<file path="src/rtl/barrel_shifter_8bit.sv">
// Registered 8-bit barrel shifter: SLL, SRL, SRA or ROL by 0-7 positions.
// The operand passes through a three-stage log shifter (1, 2, 4) and is registered once.
module barrel_shifter_8bit (
  input  logic       clk,
  input  logic       rst,
  input  logic [7:0] data_in,
  input  logic [2:0] smt,
  input  logic [1:0] mode,
  output logic [7:0] data_out
);

  localparam logic [1:0] MODE_SLL = 2'b00;
  localparam logic [1:0] MODE_SRL = 2'b01;
  localparam logic [1:0] MODE_SRA = 2'b10;
  localparam logic [1:0] MODE_ROL = 2'b11;

  // One log-shifter stage. Bit 7 survives every SRA stage, so each stage
  // replicates the original sign bit without needing it passed separately.
  function automatic logic [7:0] shift_stage(input logic [7:0]  v,
                                             input logic        en,
                                             input logic [1:0]  op,
                                             input int unsigned k);
    logic signed [7:0] sv;
    logic        [7:0] r;
    sv = $signed(v);
    r  = v;
    if (en) begin
      case (op)
        MODE_SLL: r = v << k;
        MODE_SRL: r = v >> k;
        MODE_SRA: r = $unsigned(sv >>> k);
        default:  r = (v << k) | (v >> (8 - k));
      endcase
    end
    return r;
  endfunction

  logic [7:0] stg1_p0;
  logic [7:0] stg2_p1;
  logic [7:0] stg4_p2;
  logic [7:0] data_out_d;
  logic [7:0] data_out_q;

  // stage p0: shift by 1
  assign stg1_p0 = shift_stage(data_in, smt[0], mode, 1);
  // stage p1: shift by 2
  assign stg2_p1 = shift_stage(stg1_p0, smt[1], mode, 2);
  // stage p2: shift by 4
  assign stg4_p2 = shift_stage(stg2_p1, smt[2], mode, 4);

  assign data_out_d = stg4_p2;

  // output register
  always_ff @(posedge clk) begin
    if (rst) begin
      data_out_q <= 8'h00;
    end else begin
      data_out_q <= data_out_d;
    end
  end

  assign data_out = data_out_q;

endmodule

</file>
<file path="config.mk">
export PLATFORM = sky130hd
export DESIGN_NAME = barrel_shifter_8bit
export DESIGN_NICKNAME = d
export VERILOG_FILES = /design/src/rtl/barrel_shifter_8bit.sv
export SDC_FILE = /design/constraint.sdc
export NUM_CORES = 1
export LEC_CHECK = 0
export CORE_ASPECT_RATIO = 1.2
export CORE_MARGIN = 3
export CORE_UTILIZATION = 35
export CTS_BUF_LIST = sky130_fd_sc_hd__clkbuf_4
export CTS_CLUSTER_SIZE = 10
export DETAILED_ROUTE_END_ITERATION = 12
export MAX_ROUTING_LAYER = met4
export PLACE_DENSITY = 0.62
export SYNTH_ARGS = -nofsm -noshare
export SYNTH_HDL_FRONTEND = slang
export SYNTH_SLANG_ARGS = --single-unit
</file>
<file path="constraint.sdc">
create_clock -name clk -period 1.6 [get_ports clk]
set_input_delay 0.48 -clock clk [delete_from_list [all_inputs] [get_ports clk]]
set_output_delay 0.48 -clock clk [all_outputs]
set_load 0.03 [all_outputs]
</file>
==> reports/results.ini <==
[finish]
instances_no_fill=220
fillers=205
syn2layout_area_growth_pct=87.7
largest_reg_flops=8
nNetsFinal=206
drive_above_1_share=0.439
antenna_cells=0
fin_area_um2=1650

[place]
postPlaceCellArea_um2=1400
port_buffers=22
hpwlAfterDp_mm=2.62
gp_routability_congestion=0.972
dp.cells=208

[logic_synthesis]
synth_nets=135
synth_area_um2=878
syn_inst=120
ys.flop_type=dfxtp_1
yosysTopAreaCellShare=0.182
ys_seq_area_frac=0.182
avgSynthCellArea_um2=7.32
synthTopCellsByArea=dfxtp_1 (18%), nand2_1 (7.3%), o21ai_0 (5.7%)
ys_warn_count=0
synth_cell_types=44
async_reset_ff_frac=0
ys_ff_latch=8
synth_enable_flop_cells=0
yosysTopAreaCell=dfxtp_1

[clock_network]
cts_hold_buf=0
cts_tree=built
clkTransAtPathRegs_ns=0.06
clockRootBuffer=clkbuf_4
htree_levels=1
cts_sinks=8
clockBufferDepth=2
cts_made_buffers=3

[floorplan]
die_x_um=51.7
coreArea_um2=2330
dieHeight_um=60.9
io_pins=23
row_count=19
initial_core_util=0.377
dieArea_um2=3150

[timing]
hold_ws_ns=0.696
slew_violations=0
slew_headroom=0.734
fin_crit_sh=0.988
max_freq_ghz=0.633
finalHoldViolCount=0
setup_tns_ns=0
setup_violations=0
post-route-min-period_ns=1.58
tightest_slew_ns=0.394

[flow_run]
maxCapViolCount=0

[critical_path]
path_max_fanout=4
cp_data_required_time_ns=1.79
path_buf_inv=2
crit_path_end_kind=register
arrival_ns=1.77
startpoint_type=input pin
crit_type=input pin to register
cp_cell_sequence=buf_8 > xnor2_4 > buf_6 > mux2i_2 > a221oi_4 > o41ai_4 > a211oi_2
crit_path_max_incr_delay_ns=0.33
slowest_stage=a221oi_4
critPathTopFamily=compound AO/OA/AOI/OAI gates
crit_start=mode[0]

[pwr]
power_density_nw_per_um2=541
vdd_ir_drop_max_uv=318
power.total_uw=892
power_leakage_uw=0.000761

[route]
dr_wl_met2_mm=1.90
m1WireLength_mm=1.37
via_per_inst=5.65
vias=1242
firstDrtPassIters=4
wl_per_cell_um=16.4
wl_mm=3.60
route.detailed.drc=0
drt.antenna.violating_nets=0
drt_iter0_drc=58
top_layer=met4
wl_met3_um=178

[min_path]
holdPathStages=3
holdCritPathClass=input pin to register
hp-start=smt[2]
min_delay_worst_endpoint=data_out[7]$_SDFF_PP0_

[outcome]
status=complete, no violations

[global_route]
grt_antenna_before_repair=0
grt_start_max_net_pins=9
gr-usage-all-layers=0.242
grt.overflow.total=0
grt_pass1_vias=1256
grt_pass1_wl_mm=5.58

## cell families after synthesis
kind of cell	share of synthesized area
multiplexers	0.0356
XOR/XNOR	0.0627
AND/OR/NAND/NOR	0.228
buffers and inverters	0.0769
flip-flops	0.182
AO/OA/AOI/OAI	0.415
## stage by stage
stage	util	setup WS [ns]
after CTS	0.664	0.00723
final	0.708	0.0196
after global routing	0.708	-0.0116
after global placement	0.603	-0.739
after floorplan	-	0.0389
after detailed placement	0.603	-0.769
## how the worst max path moves through the flow
stage | endpoint | slack [ns] | cells after the start
2_1_floorplan | data_out[5]$_SDFF_PP0_ | 0.04 | 6
3_3_place_gp | data_out[4]$_SDFF_PP0_ | -0.74 | 7
3_5_place_dp | data_out[6]$_SDFF_PP0_ | -0.77 | 7
4_1_cts | data_out[5]$_SDFF_PP0_ | 0.007 | 6
5_1_grt | data_out[7]$_SDFF_PP0_ | -0.01 | 5
6_report | data_out[5]$_SDFF_PP0_ | 0.02 | 7
## layer usage
layer	vias up	GRT usage
li1	592	-
met4	0	0.135
met2	52	0.442
met1	583	0.252
met5	-	-
met3	15	0.0246
## placed cells by master, fill, tap and decap left out, types with 2 or more instances in the layout
cell / count
o211ai_1: 2
a311oi_1: 2
a21o_1: 2
inv_1: 5
o21ai_2: 2
nand2_1: 16
nor2_2: 2
nand3_1: 2
nor2_1: 8
o21ai_1: 4
dfxtp_1: 8
o21ai_0: 7
a211oi_1: 3
buf_8: 2
buf_4: 42
dlygate4sd2_1: 15
mux2i_2: 2
clkbuf_4: 3
a21oi_1: 8
buf_6: 8
nor3_1: 3
dlymetal6s2s_1: 3
a31oi_1: 4
nand2b_1: 3
## Yosys cell counts (3+ instances only)
cell type,number
o21ai_0,10
a31oi_1,5
o21ai_1,3
nor3_1,3
nor2_1,10
nand3_1,3
nand2b_1,4
dfxtp_1,8
inv_1,5
a21oi_1,9
nand2_1,17
a211oi_1,3
buf_2,3
## layout make-up
| type | instances | area, um^2 | share of cell area |
|---|---|---|---|
| Clock buffer | 3 | 22.5 | 0.0137 |
| Sequential cell | 8 | 160 | 0.0971 |
| Tap cell | 31 | 38.8 | 0.0235 |
| Multi-Input combinational cell | 100 | 769 | 0.467 |
| Inverter | 5 | 18.8 | 0.0114 |
| Timing Repair Buffer | 73 | 639 | 0.388 |
## report_power, final
group,leakage (uW),total [uW],switching (uW),internal [uW]
Clock,0.0000138,160,74.1,86.2
Sequential,0.0000665,222,4.07,218
Combinational,0.000681,510,262,248
## what timing repair did
action | CTS | global route
gates resized for setup | 42 | 30
gates cloned | 0 | 0
pin swaps | 7 | 14
setup buffers | 7 | 2
setup endpoints to repair | 16 | 8
## worst min-delay path, delay by kind of cell
family / cells / cell delay (ns)
buffers and inverters: 2 / 0.36
AOI/OAI and AO/OA: 1 / 0.08
Power figures use the tool's default switching activity.
